===== src/rtl/rename_pkg.sv =====
// Shared rename-stage sizing: physical/architectural register counts and the preg index type.
package rename_pkg;
  localparam int NUM_PREGS = 64;
  localparam int NUM_ARCH  = 32;
  localparam int PREG_W    = $clog2(NUM_PREGS);
  typedef logic [PREG_W-1:0] preg_t;
endpackage


===== src/rtl/preg_free_list_priority_encoder.sv =====
// Two-sided priority encoder: lowest and highest set bit of a vector, purely combinational.
// Outputs are zero when no bit is set; callers qualify them with their own occupancy count.
module priority_encoder
  import rename_pkg::*;
#(
  parameter int WIDTH    = NUM_PREGS,
  parameter bit TWO_SIDE = 1'b1
) (
  input  logic [WIDTH-1:0]         i_vec,
  output logic [$clog2(WIDTH)-1:0] out_LSB,
  output logic [$clog2(WIDTH)-1:0] out_MSB
);
  localparam int IW = $clog2(WIDTH);

  always_comb begin
    out_LSB = '0;
    out_MSB = '0;
    // Later hits overwrite earlier ones, so scan direction picks the winning end.
    for (int i = WIDTH - 1; i >= 0; i--) begin
      if (i_vec[i]) out_LSB = IW'(i);
    end
    if (TWO_SIDE) begin
      for (int i = 0; i < WIDTH; i++) begin
        if (i_vec[i]) out_MSB = IW'(i);
      end
    end
  end
endmodule


===== src/rtl/preg_free_list.sv =====
// Physical-register free list: grants up to two pregs per cycle (lowest and highest free index),
// zero-cycle grant, commit at next edge; stalls (alloc_ready=0) on flush or insufficient free pregs.
module preg_free_list
  import rename_pkg::*;
#(
  parameter int NUM_PREGS = rename_pkg::NUM_PREGS,
  parameter int NUM_ARCH  = rename_pkg::NUM_ARCH
) (
  input  logic                         clk,
  input  logic                         rst_n,
  input  logic [1:0]                   alloc_req,
  output logic                         alloc_ready,
  output logic [$clog2(NUM_PREGS)-1:0] alloc_preg0,
  output logic [$clog2(NUM_PREGS)-1:0] alloc_preg1,
  input  logic [1:0]                   free_valid,
  input  logic [$clog2(NUM_PREGS)-1:0] free_preg0,
  input  logic [$clog2(NUM_PREGS)-1:0] free_preg1,
  input  logic                         flush_valid,
  input  logic [NUM_PREGS-1:0]         flush_mask,
  output logic [$clog2(NUM_PREGS):0]   free_count,
  output logic                         err_double_free
);
  localparam int IW = $clog2(NUM_PREGS);
  localparam int CW = IW + 1;
  localparam logic [NUM_PREGS-1:0] RESET_FREE = {{(NUM_PREGS - NUM_ARCH){1'b1}}, {NUM_ARCH{1'b0}}};
  localparam logic [NUM_PREGS-1:0] PREG0_BIT  = NUM_PREGS'(1);
  localparam logic [CW-1:0]        RESET_CNT  = CW'(NUM_PREGS - NUM_ARCH);

  logic [NUM_PREGS-1:0] r_free;
  logic [CW-1:0]        r_count;
  logic                 r_err;

  logic [1:0]           w_need;
  logic                 w_fire;
  logic [NUM_PREGS-1:0] w_free_nxt;
  logic [CW-1:0]        w_count_nxt;
  logic                 w_err_hit;
  logic                 w_f0_live;
  logic                 w_f1_live;

  priority_encoder #(.WIDTH(NUM_PREGS), .TWO_SIDE(1'b1)) u_penc (
    .i_vec   (r_free),
    .out_LSB (alloc_preg0),
    .out_MSB (alloc_preg1)
  );

  assign w_need      = {1'b0, alloc_req[0]} + {1'b0, alloc_req[1]};
  assign alloc_ready = !flush_valid && (r_count >= CW'(w_need));
  assign w_fire      = (alloc_req != 2'b00) && alloc_ready;
  assign w_f0_live   = free_valid[0] && (free_preg0 != '0);
  assign w_f1_live   = free_valid[1] && (free_preg1 != '0);

  // Allocations clear first, then frees/flush set, so error checks look at the pre-cycle bitmap.
  always_comb begin
    w_free_nxt = r_free;
    w_err_hit  = 1'b0;
    if (w_fire && alloc_req[0]) w_free_nxt[alloc_preg0] = 1'b0;
    if (w_fire && alloc_req[1]) w_free_nxt[alloc_preg1] = 1'b0;
    if (w_f0_live) begin
      if (r_free[free_preg0]) w_err_hit = 1'b1;
      w_free_nxt[free_preg0] = 1'b1;
    end
    if (w_f1_live) begin
      if (r_free[free_preg1]) w_err_hit = 1'b1;
      w_free_nxt[free_preg1] = 1'b1;
    end
    if (w_f0_live && w_f1_live && (free_preg0 == free_preg1)) w_err_hit = 1'b1;
    if (flush_valid) begin
      if (|(flush_mask & r_free & ~PREG0_BIT)) w_err_hit = 1'b1;
      w_free_nxt = w_free_nxt | (flush_mask & ~PREG0_BIT);
    end
  end

  always_comb begin
    w_count_nxt = '0;
    for (int i = 0; i < NUM_PREGS; i++) begin
      w_count_nxt = w_count_nxt + CW'(w_free_nxt[i]);
    end
  end

  always_ff @(posedge clk) begin
    if (!rst_n) begin
      r_free  <= RESET_FREE;
      r_count <= RESET_CNT;
      r_err   <= 1'b0;
    end else begin
      r_free  <= w_free_nxt;
      r_count <= w_count_nxt;
      r_err   <= r_err | w_err_hit;
    end
  end

  assign free_count      = r_count;
  assign err_double_free = r_err;
endmodule


===== config.mk =====
export PLATFORM = sky130hd
export DESIGN_NAME = preg_free_list
export DESIGN_NICKNAME = d
export VERILOG_FILES = /design/src/rtl/rename_pkg.sv /design/src/rtl/preg_free_list_priority_encoder.sv /design/src/rtl/preg_free_list.sv
export SDC_FILE = /design/constraint.sdc
export NUM_CORES = 1
export LEC_CHECK = 0
export CAP_MARGIN = 25
export CORE_ASPECT_RATIO = 1.1
export CORE_MARGIN = 8
export CORE_UTILIZATION = 38
export DETAILED_ROUTE_END_ITERATION = 6
export PLACE_DENSITY_LB_ADDON = 0.2
export SLEW_MARGIN = 20
export SYNTH_ARGS = -nofsm -noshare
export SYNTH_HDL_FRONTEND = slang
export SYNTH_SLANG_ARGS = --single-unit

===== constraint.sdc =====
create_clock -name clk -period 11.02 [get_ports clk]
set_input_delay 3.306 -clock clk [delete_from_list [all_inputs] [get_ports clk]]
set_output_delay 3.306 -clock clk [all_outputs]
set_load 0.05 [all_outputs]

==> Word level (Yosys, flattened, before mapping) <==
Index checks and enable logic that the tools add are counted.
{ "classes": {"n_addsub": 64, "n_mul": 0, "div_mod_pow": 0, "n_lt_le_gt_ge": 9, "eq_ne": 1, "shift": 0, "n_mux": 151, "bitwise_logic": 9, "reduce_logical": 17} }
{ "ops": {"columns": ["op", "count"], "rows": [
  ["$mux 6", 96],
  ["$add 7x1->7", 57],
  ["$mux 64", 5],
  ["$and 64x64->64", 3],
  ["$or 64x64->64", 3],
  ["$not 64->64", 2],
  ["$mux 5", 16],
  ["$reduce_or 63->1", 1],
  ["$mux 4", 8],
  ["$lt 6x7->1 const B", 4],
  ["$demux 1 s6", 4],
  ["$ge 6x1->1 const B", 4],
  ["$mux 1", 14],
  ["$bmux 1 s6", 2],
  ["$logic_and 1x1->1", 12],
  ["$mux 3", 4],
  ["$reduce_bool 6->1", 2],
  ["$add 6x1->7", 1],
  ["$ge 7x2->1", 1],
  ["$add 5x1->6", 1],
  ["$eq 6x6->1", 1],
  ["$add 4x1->5", 1],
  ["$add 1x1->2", 2],
  ["$add 3x1->4", 1],
  ["other kinds (5)", 6]
]} }
{ "totals": {"register_bits": 72, "latchBits": 0, "ram_bits": 0, "romBits": 0, "out_inout_bits": 21, "n_memories": 0} }

==> Longest topological paths before layout <==
Gate-level depths: netlist (run 1).
{ "logic_depth": {"ltp_word": 142, "depth_mapped": 34, "depth_no_buf": 33} }

==> Modules after synthesis <==
From an unflattened synthesis (run 1), not the netlist that was laid out.
{ "hier_totals": {"cells_unflattened": 1227, "area_unflattened_um2": 9203.8} }
{ "modules_own_cells": {"columns": ["mod", "n_inst", "cells_per_inst", "area_each_um2", "seq_area_each_um2"], "rows": [
  ["preg_free_list", 1, 991, 7818.7, 1441.4],
  ["priority_encoder", 1, 236, 1385.1, 0.0]
]} }

==> Worst setup path before layout (run 1) <==
No wires, ideal clock.
{ "synth_path": {"path_type": "in2reg", "startpoint": "input alloc_req[0]", "endpoint": "register r_count[5] (netlist: free_count[5])", "setup_time_ns": 0.129, "t_arrival_ns": 10.961, "t_required_ns": 10.891, "setup_slack_ns": -0.070, "path_stages": 32, "cell_sequence": "inv_1 ha_1 ha_1 nand2b_1 a2111oi_0 nor3_1 nand2_1 nor2_1 nand3_1 nor3_1 o21a_1 fa_1 inv_1 fa_1 fa_1 inv_1 fa_1 inv_1 fa_1 fa_1 fa_1 inv_1 fa_1 inv_1 ha_1 a21o_1 a21o_1 nand2_1 nand2b_1 a21oi_1 xnor2_1 nand2_1"} }
{ "synth_between": {"elab_chain_cells": 77} }
{ "synth_rtl": {"columns": ["element", "line", "source"], "rows": [
  ["start, declared", "preg_free_list.sv:11", "input logic [1:0] alloc_req,"],
  ["$add 1x1->2", "preg_free_list.sv:47", "assign w_need = {1'b0, alloc_req[0]} + {1'b0, alloc_req[1]};"],
  ["$ge 7x2->1", "preg_free_list.sv:48", "assign alloc_ready = !flush_valid && (r_count >= CW'(w_need));"],
  ["$logic_and 1x1->1", "preg_free_list.sv:48", null],
  ["$logic_and 1x1->1", "preg_free_list.sv:49", "assign w_fire = (alloc_req != 2'b00) && alloc_ready;"],
  ["$logic_and 1x1->1", "preg_free_list.sv:57", "if (w_fire && alloc_req[0]) w_free_nxt[alloc_preg0] = 1'b0;"],
  ["$mux 64", "preg_free_list.sv:57", null],
  ["$and 64x64->64 (no line)", null, null],
  ["$mux 64 (*)", "preg_free_list.sv:58", "if (w_fire && alloc_req[1]) w_free_nxt[alloc_preg1] = 1'b0;"],
  ["[6 not listed]", null, null],
  ["$add 1x1->2", "preg_free_list.sv:77", "w_count_nxt = w_count_nxt + CW'(w_free_nxt[i]);"],
  ["$add 2x1->3", "preg_free_list.sv:77", null],
  ["$add 3x1->4", "preg_free_list.sv:77", null],
  ["$add 4x1->5", "preg_free_list.sv:77", null],
  ["$add 5x1->6", "preg_free_list.sv:77", null],
  ["$add 6x1->7", "preg_free_list.sv:77", null],
  ["$add 7x1->7 (56 in a row)", "preg_free_list.sv:77", null],
  ["$add 7x1->7 (*)", "preg_free_list.sv:77", null],
  ["end signal, assigned", "preg_free_list.sv:88", "r_count <= w_count_nxt;"],
  ["end, declared", "preg_free_list.sv:30", "logic [CW-1:0] r_count;"]
]} }
Every way passes the cells marked *; elsewhere a longest branch is shown, timed or not.
A chain may end at the register's enable or synchronous reset.

==> Worst setup path after layout (run 1) <==
{ "layout_path": {"startpoint": "input alloc_req[1]", "endpoint": "register r_count[5] (netlist: free_count[5])"} }
{ "layout_rtl": {"columns": ["element", "line", "source"], "rows": [
  ["$add 1x1->2", "preg_free_list.sv:47", null],
  ["$ge 7x2->1", "preg_free_list.sv:48", null],
  ["$logic_and 1x1->1", "preg_free_list.sv:48", null],
  ["$logic_and 1x1->1", "preg_free_list.sv:49", null],
  ["$logic_and 1x1->1", "preg_free_list.sv:57", null],
  ["$mux 64", "preg_free_list.sv:57", null],
  ["$and 64x64->64 (no line)", null, null],
  ["$mux 64 (*)", "preg_free_list.sv:58", null],
  ["$or 64x64->64 (no line)", null, null],
  ["$mux 64 (*)", "preg_free_list.sv:59", "if (w_f0_live) begin"],
  ["$or 64x64->64 (no line)", null, null],
  ["$mux 64 (*)", "preg_free_list.sv:63", "if (w_f1_live) begin"],
  ["$or 64x64->64", "preg_free_list.sv:70", "w_free_nxt = w_free_nxt | (flush_mask & ~PREG0_BIT);"],
  ["$mux 64 (*)", "preg_free_list.sv:68", "if (flush_valid) begin"],
  ["via w_free_nxt[19]", "preg_free_list.sv:35", "logic [NUM_PREGS-1:0] w_free_nxt;"],
  ["$add 7x1->7 (*) (45 in a row)", "preg_free_list.sv:77", null]
]} }
Mark *: on every way through the listed nets, which the timed path passes. The rest lies on a longest branch.

==> results of run 1 <==
==> flip-flops by register name (all words and copies together), names as in the netlist <==
name,flops
r_free,64
free_count,7
err_double_free,1
==> worst register-to-register path, delay by kind of cell, from the launching register on <==
kind / cells / cell delay (ns)
flops: 1 / 0.53
fa+ha+maj: 9 / 4.25
simple gates: 7 / 2.54
xor+xnor: 1 / 0.12
buf+inv: 7 / 0.54
compound gates: 7 / 1.63
==> power breakdown <==
part           switching (mW)  internal (mW)
Sequential             0.0493          0.293
Clock                   0.128          0.150
Combinational            1.06           1.01
Total                    1.24           1.45
==> layer usage <==
metal,vias to the layer above,GRT usage [%],part of all wire (%)
met4,0,28.1,8.6
met3,309,10.4,12
met5,-,0,0
met2,1148,60.8,43
met1,6613,46.9,36
li1,5769,-,-
==> final cells by class <==
class	count	share of cell area, %
inverter	107	2.88
clock buffer	11	1.67
clock inverter	4	0.161
tap	357	3.20
sequential	72	10.3
timing repair buffer	359	21.6
multi-input combinational	1090	60.1
==> placed cells by master (no fill, tap or decap), types with 17 or more instances in the layout <==
cell type / n
nor2b_1: 24
buf_4: 249
nor4_1: 28
a22o_1: 19
clkdlybuf4s50_1: 99
o21a_1: 20
nand4_1: 24
nor2_1: 96
a22oi_1: 27
dfxtp_1: 72
inv_1: 89
a221oi_1: 31
inv_2: 17
o211ai_1: 28
nand3_1: 30
a21oi_1: 84
or3_1: 20
and2_1: 30
o21ai_0: 60
fa_1: 40
a222oi_1: 19
o22ai_1: 18
nand2_1: 86
nor3_1: 51
==> synth_stat cells, drive strengths merged (32+ instances only) <==
master / instances / share of area (%)
a21oi: 86 / 4.2
fa: 54 / 11
and2: 32 / 2.0
inv: 106 / 3.9
o21ai: 76 / 3.7
nand2: 95 / 3.5
nor3: 66 / 3.4
clkbuf: 113 / 4.1
nor2: 99 / 3.6
dfxtp: 72 / 14
nand3: 32 / 1.6
==> logic make-up (layout without fill, tap and decap cells) <==
family,count (synthesis),after routing
mux,29,29
flops,72,72
xor+xnor,8,8
simple gates,501,501
fa+ha+maj,73,73
buf+inv,237,481
compound gates,479,479
==> per-stage QoR <==
stage	TNS [ns]	instances	setup slack (ns)
4_1_cts	0	1989	0.000989
3_5_place_dp	-3.86	1966	-0.865
5_1_grt	-0.0525	2000	-0.0352
3_3_place_gp	-3.50	1966	-0.827
2_1_floorplan	0	1399	0.0483
6_report	0	2000	0.193
==> worst max path at each step <==
stage / slack (ns) / cells past startpoint / end / startpoint
4_1_cts: 0.001 / 34 / free_count[6] / alloc_req[1]
5_1_grt: -0.04 / 34 / free_count[5] / alloc_req[1]
2_1_floorplan: 0.05 / 32 / free_count[5] / alloc_req[0]
3_5_place_dp: -0.86 / 35 / free_count[5] / alloc_req[0]
3_3_place_gp: -0.83 / 33 / free_count[5] / alloc_req[0]
6_report: 0.19 / 35 / free_count[5] / alloc_req[1]
==> what timing repair did <==
action	4_1_cts	5_1_grt
endpoints found under the setup margin	6	6
endpoints found under the hold margin	0	0
gates resized for setup	57	80
gates cloned	0	1
buffers inserted	8	11
pin swaps	31	65
==> impl_metrics.py, run 1 <==
metrics = {
    "run_status": {
        "status": "finished with violations",
        "violations": "DRC",
    },
    "worst_setup_path": {
        "r2r_cells": 31,
        "crit_path_max_incr_delay_ns": 0.56,
        "slowest_stage": "fa_1",
        "path_class": "input pin to register",
        "timing.rr.start": "r_free[15]",
        "cp_max_fo": 5,
        "path_common_cell": "fa_1",
        "regToRegSetupSlack_ns": 1.26,
        "cp.required_ns": 11.24,
        "cp-start-kind": "input pin",
        "cp_num_buf_inv": 10,
        "cp_top_family": "adder cells",
        "cp_data_arrival_time_ns": 11.04,
        "worstReg2RegEnd": "free_count[5]",
        "cp-end-kind": "register",
    },
    "detailed_routing": {
        "wl_um": 66600,
        "viasPerCell": 6.92,
        "first_iter_violations": 2090,
        "drc": 6,
        "antenna_left": 0,
        "wl_per_cell_um": 33.3,
        "num_vias": 13800,
        "first_pass_iters": 7,
    },
    "run": {
        "drv_cap": 0,
    },
    "pwr": {
        "power.density_nw_per_um2": 193,
        "p_total_mw": 2.69,
        "p_leak_nw": 5.33,
        "ir_worst_vdd_mv": 1.24,
    },
    "global_routing": {
        "antenna_found_initial": 0,
        "track_usage_pct": 39.3,
        "grt_pass1_wl_um": 93700,
        "grt_pass1_vias": 13100,
        "gr-total-overflow": 0,
        "grt_max_degree": 48,
    },
    "sta": {
        "min_period_over_period_pct": 98.2,
        "slew_viol_final": 0,
        "final.min_clock_period_ns": 10.83,
        "fmax_ghz": 0.0924,
        "setup_viol": 0,
        "whs_ns": 0.632,
        "hold_viol": 0,
        "clock_skew_ns": 0.00792,
        "slew_headroom_pct": 29.3,
        "tightest_slew_ns": 1.06,
    },
    "synthesis": {
        "muxShareOfSynthArea_pct": 4.31,
        "yosysWarnings": 0,
        "mappedNetlistNets": 1555,
        "syn_area_per_cell_um2": 7.33,
        "syn_area_um2": 10200,
        "synth_top_family_by_area": "compound AO/OA/AOI/OAI gates",
        "synth-main-ff-cell": "dfxtp_1",
        "synth_compound_area_share_pct": 33.6,
        "synth_edf_count": 0,
        "ys_ff_latch": 72,
        "synth-xor-area-share_pct": 0.684,
        "synthArstFlopShare_pct": 0,
        "synth_adder_area_share_pct": 12.9,
        "synth-simple-area-share_pct": 25.6,
        "synthDistinctLibCells": 83,
        "netlist_instances": 1399,
        "synth_seq_area_share_pct": 14.1,
    },
    "clock_network": {
        "cts_htree_levels": 3,
        "clkLatencyLatePin_ns": 0.36,
        "cts_tree": "built",
        "root_buffer": "clkbuf_16",
        "cts.sinks": 72,
        "cts_max_path_buffers": 2,
        "ctsHoldBuffers": 0,
        "clk_pin_slew_ns": 0.06,
        "cts_buffers": 9,
    },
    "finish": {
        "area_growth_pct": 36.2,
        "fillCellCount": 2600,
        "finish.utilization_pct": 52.3,
        "fin_nets": 1795,
        "antenna-diode-count": 0,
        "multi_input_area_um2": 8400,
        "drive_above_1_share_pct": 25.2,
        "seq_area_um2": 1440,
        "postLayoutCellArea_um2": 14000,
    },
    "placement": {
        "hpwl_um": 51100,
        "place_area_um2": 13000,
        "io_buffers": 102,
        "place.gp.congestion": 1.09,
    },
    "die": {
        "die_w_um": 173,
        "fp-row-count": 63,
        "dieHeight_um": 188,
        "core-area_um2": 26700,
        "die-area_um2": 32500,
        "start_util_pct": 38.4,
        "pin_count": 104,
    },
    "hold_path": {
        "worstHoldStart": "err_double_free",
        "hold_path.class": "register to register",
        "hold_end": "err_double_free",
        "hold_depth": 2,
    },
}
Power figures use the tool's default switching activity.
==> inputs of run 2 (changes only) <==
--- a/config.mk
+++ b/config.mk
@@ -12,5 +12,4 @@
 export DETAILED_ROUTE_END_ITERATION = 6
 export PLACE_DENSITY_LB_ADDON = 0.2
-export SLEW_MARGIN = 20
 export SYNTH_ARGS = -nofsm -noshare
 export SYNTH_HDL_FRONTEND = slang
==> constraint.sdc (replaced) <==
create_clock -name clk -period 11.02 [get_ports clk]
set_input_delay 3.306 -clock clk [delete_from_list [all_inputs] [get_ports clk]]
set_output_delay 3.306 -clock clk [all_outputs]
set_load 0.005 [all_outputs]
==> results of run 2 <==
The final DEF is identical to that of run 1. Status: finished with violations: DRC.
Among the figures that moved: total power 2.69 mW -> 2.64 mW
==> inputs of run 3 (changes only) <==
Settings changed: PLACE_DENSITY_LB_ADDON 0.2 to unset.
==> impl_metrics.py, run 3 (synthesis results as in run 1) <==
metrics = {
    "worst_setup_path": {
        "cp_data_arrival_time_ns": 10.93,
        "crit_path_max_incr_delay_ns": 0.71,
        "r2r_cells": 30,
        "path_common_cell": "fa_2",
        "worstReg2RegEnd": "free_count[5]",
        "cp_top_family": "adder cells",
        "cp_num_buf_inv": 9,
        "setup.worst_path.start": "free_preg0[1]",
        "cp_max_fo": 12,
        "regToRegSetupSlack_ns": 1.56,
        "cp-end-kind": "register",
        "crit_cells": 29,
        "cp-start-kind": "input pin",
        "path_class": "input pin to register",
        "timing.rr.start": "r_free[55]",
        "crit_end": "free_count[4]",
        "slowest_stage": "clkdlybuf4s50_1",
        "cp.required_ns": 11.24,
    },
    "detailed_routing": {
        "first_pass_iters": 6,
        "drc": 0,
        "wl_um": 65200,
        "wl_per_cell_um": 32.9,
        "num_vias": 13600,
        "viasPerCell": 6.85,
        "first_iter_violations": 1948,
        "antenna_left": 0,
    },
    "finish": {
        "fin_cells": 1983,
        "layout_common_cells": "buf_4, clkdlybuf4s50_1, nor2_1",
        "drive_above_1_share_pct": 22.5,
        "postLayoutCellArea_um2": 13600,
        "fin_nets": 1777,
        "antenna-diode-count": 0,
        "regMostFlops": "r_free",
        "mostFrequentLayoutCell": "buf_4",
        "largest_reg_flops": 64,
        "area_growth_pct": 32.9,
    },
    "pwr": {
        "power.density_nw_per_um2": 185,
        "ir_worst_vdd_mv": 0.831,
        "p_leak_nw": 5.13,
    },
    "sta": {
        "slew_viol_final": 0,
        "setup_viol": 0,
        "fmax_ghz": 0.0933,
        "slew_headroom_pct": 36.5,
        "final.min_clock_period_ns": 10.71,
        "whs_ns": 0.631,
        "tns_ns": 0,
        "tightest_slew_ns": 0.940,
        "setup_ws_ns": 0.307,
        "hold_viol": 0,
        "clock_skew_ns": 0.0161,
        "min_period_over_period_pct": 97.2,
    },
    "hold_path": {
        "hold_path.class": "register to register",
        "hold_depth": 2,
    },
    "clock_network": {
        "cts_tree": "built",
        "cts_htree_levels": 3,
        "clkLatencyLatePin_ns": 0.36,
        "cts_buffers": 9,
        "clk_pin_slew_ns": 0.07,
        "cts.sinks": 72,
        "ctsHoldBuffers": 0,
        "root_buffer": "clkbuf_16",
        "cts_max_path_buffers": 2,
    },
    "placement": {
        "placedCellCount": 1962,
        "dp_slack_ns": -0.916,
        "place_area_um2": 13000,
        "hpwl_um": 50800,
        "io_buffers": 102,
        "place.gp.congestion": 1.07,
    },
    "die": {
        "start_util_pct": 38.4,
        "die-area_um2": 32500,
        "die_w_um": 173,
        "dieHeight_um": 188,
        "fp-row-count": 63,
        "core-area_um2": 26700,
        "pin_count": 104,
    },
    "global_routing": {
        "grt_max_degree": 66,
        "grt_pass1_vias": 13100,
        "track_usage_pct": 38.9,
        "gr-total-overflow": 0,
        "grt_pass1_wl_um": 93200,
        "antenna_found_initial": 0,
    },
    "run_status": {
        "status": "finished, final reports clean",
    },
    "run": {
        "drv_cap": 0,
    },
}
-- run 3: cell count changes in the layout (fill, tap and decap cells not counted), sizes merged --
cell	change
bufinv	+2
buf	-17
dlygate4sd2	-2
-- run 3: where the power goes --
group / internal (mW) / switching [mW] / leakage, nW
clock network: 0.203 / 0.131 / 0.158
registers: 0.293 / 0.0550 / 0.591
logic: 0.904 / 0.933 / 4.38
total: 1.40 / 1.12 / 5.13
-- run 3: worst min-delay path, cell delays in order, from the launching register on --
cell	delay (ns)
dfxtp_1	0.35
a21oi_1	0.13
a31oi_1	0.09
-- run 3: layout make-up --
class / count / area [um^2]
flip-flops and latches: 72 / 1440
inverters: 107 / 402
well taps: 357 / 447
clock inverters: 6 / 82.6
fillers: 2629 / 13100
clock buffers: 10 / 239
multi-input cells: 1090 / 8170
repair buffers: 341 / 2850
-- run 3: worst min-delay path by stage --
| stage | from | to | slack [ns] |
|---|---|---|---|
| after floorplan | err_double_free | err_double_free | 0.53 |
| after global placement | err_double_free | err_double_free | 0.59 |
| after detailed placement | err_double_free | err_double_free | 0.60 |
| after CTS | err_double_free | err_double_free | 0.61 |
| after global routing | err_double_free | err_double_free | 0.72 |
| final | err_double_free | err_double_free | 0.63 |
-- run 3: stage by stage --
stage	utilization, %	total power, mW
after floorplan	-	1.47
after global placement	48.6	2.00
after detailed placement	48.6	2.01
after CTS	50.5	2.43
after global routing	51.0	2.76
final	51.0	2.52
-- run 3: routing by layer --
metal	part of all wire [%]	track usage (%)	up-vias	wire, um
met5	0	0	-	0
met1	37	46.8	6480	24300
met4	9.2	29.3	0	5970
li1	-	-	5741	-
met2	42	59.3	1064	27600
met3	11	9.69	300	7340
-- run 3: repair_timing --
action / in CTS / in global routing
hold endpoints to repair: 0 / 0
pin swaps: 30 / 31
resized for setup: 49 / 40
setup buffers: 3 / 3
setup endpoints to repair: 6 / 5
==> patch, RTL diff (config.mk and constraints of run 2) <==
Reset style: asynchronous (`rst_n`), changed in one clocked block.
--- a/src/rtl/preg_free_list.sv
+++ b/src/rtl/preg_free_list.sv
@@ -79,5 +79,5 @@
   end
 
-  always_ff @(posedge clk) begin
+  always_ff @(posedge clk or negedge rst_n) begin
     if (!rst_n) begin
       r_free  <= RESET_FREE;
Behaviour: not the same (a bounded check fails within 4 cycles, from zero or initial values and one cycle with rst_n low; the reset may be asserted at any time).
==> patch against run 2 <==
The run still ends with design-rule violations left; synthesized area fell by 3.6%; sequential cell count did not move; die area fell by 3.2%; fmax rose by 0.82%; wire length fell by 2.2%; non-clock buffer count fell by 70; final area fell by 7.6%; setup slack improved by 88 ps.
Power is not compared: it rests on default switching activity, and its combinational part moved more than twofold at a synthesized area within 25%.
==> patch: results (changes against run 2) <==
cts_setup_buffers: 4  # was 8
drc: 15  # was 6
status: "complete, but fails checks"  # unchanged
hold_path.startpoint: "r_free[34]$_DFF_PN1_"  # was err_double_free$_SDFF_PN0_
multi_input_cells: 983  # was 1090
failed_checks: "design-rule violations"  # unchanged
use_met2_pct: 61.7  # was 60.8%
synth_common_cells: "nand2_1 (116), nor2_1 (101), inv_1 (98)"  # was clkbuf_1 (113), inv_1 (104), nor2_1 (98)
yosys_most_used_dff: "dfrtp_1"  # was dfxtp_1
synthMuxAreaShare_pct: 3.67  # was 4.31%
grt_max_degree: 67  # was 48
worstReg2RegStart: "r_free[61]$_DFF_PN1_"  # was r_free[15]$_SDFF_PN0_
cp.arrival_ps: 11020  # was 11040 ps
ys_async_sr_fraction_pct: 100  # was 0%
synth_xor_area_share_pct: 0.886  # was 0.684%
yosys.area_share.adder_pct: 13.3  # was 12.9%
wl_met1_um: 23400  # was 24200 µm
clock_skew_ps: 8.22  # was 7.92 ps
dr.max_layer_used: "met5"  # was met4
slowest_delay_ps: 580  # was 560 ps
clkCellAreaFrac_pct: 2.49  # was 1.83%
nets: 1611  # was 1795
syn_avg_cell_area_um2: 7.87  # was 7.33 µm²
nFillCells: 2527  # was 2600
multiInputGateArea_mm2: 0.00748  # was 0.00840 mm²
worstPathMaxFanout: 4  # was 5
min_period_ps: 10740  # was 10830 ps
drive_above_1_share_pct: 24.0  # was 25.2%
seq_area_mm2: 0.00184  # was 0.00144 mm²
antenna_found_initial: 3  # was 0
num_vias: 12700  # was 13800
syn_nets: 1412  # was 1555
insertedDiodeCount: 1  # was 0
yosysSeqAreaShare_pct: 18.6  # was 14.1%
grt_use_met3_pct: 14.1  # was 10.4%
cts.repair.resized: 30  # was 57
place_area_mm2: 0.0123  # was 0.0130 mm²
dp.cells: 1785  # was 1966
reg2regPathDepth: 25  # was 31
multi_input_area_share_pct: 58.0  # was 60.1%
grt_pass1_wl_um: 90800  # was 93700 µm
wl_met3_um: 8930  # was 7790 µm
use_met1_pct: 49.7  # was 46.9%
synth_top_area_cell: "fa_1"  # was dfxtp_1
==> patch: changes by cell type after synthesis, sizes merged, moves of 25 or more <==
cell,delta
nor3,-25
dfrtp,+39
dfstp,+33
clkbuf,-30
a21oi,-29
o221ai,+29
dfxtp,-72
==> patch: worst reg2reg max path: cells and delay by family (launching register included) <==
| family | cells | cell delay, ps |
|---|---|---|
| flip-flops | 1 | 840 |
| XOR/XNOR | 1 | 140 |
| adder cells (fa/ha/maj) | 10 | 4560 |
| buffers and inverters | 5 | 370 |
| AO/OA/AOI/OAI | 7 | 2610 |
| AND/OR/NAND/NOR | 2 | 1030 |
==> patch: cells by family (layout without fill, tap and decap cells) <==
kind of cell	after synthesis	in the layout
and+or+nand+nor	452	452
AOI/OAI and AO/OA	419	419
buffers and inverters	201	405
adders and majority gates	73	73
DFF	72	72
muxes	29	29
xor gates and xnor gates	10	10
other	0	1
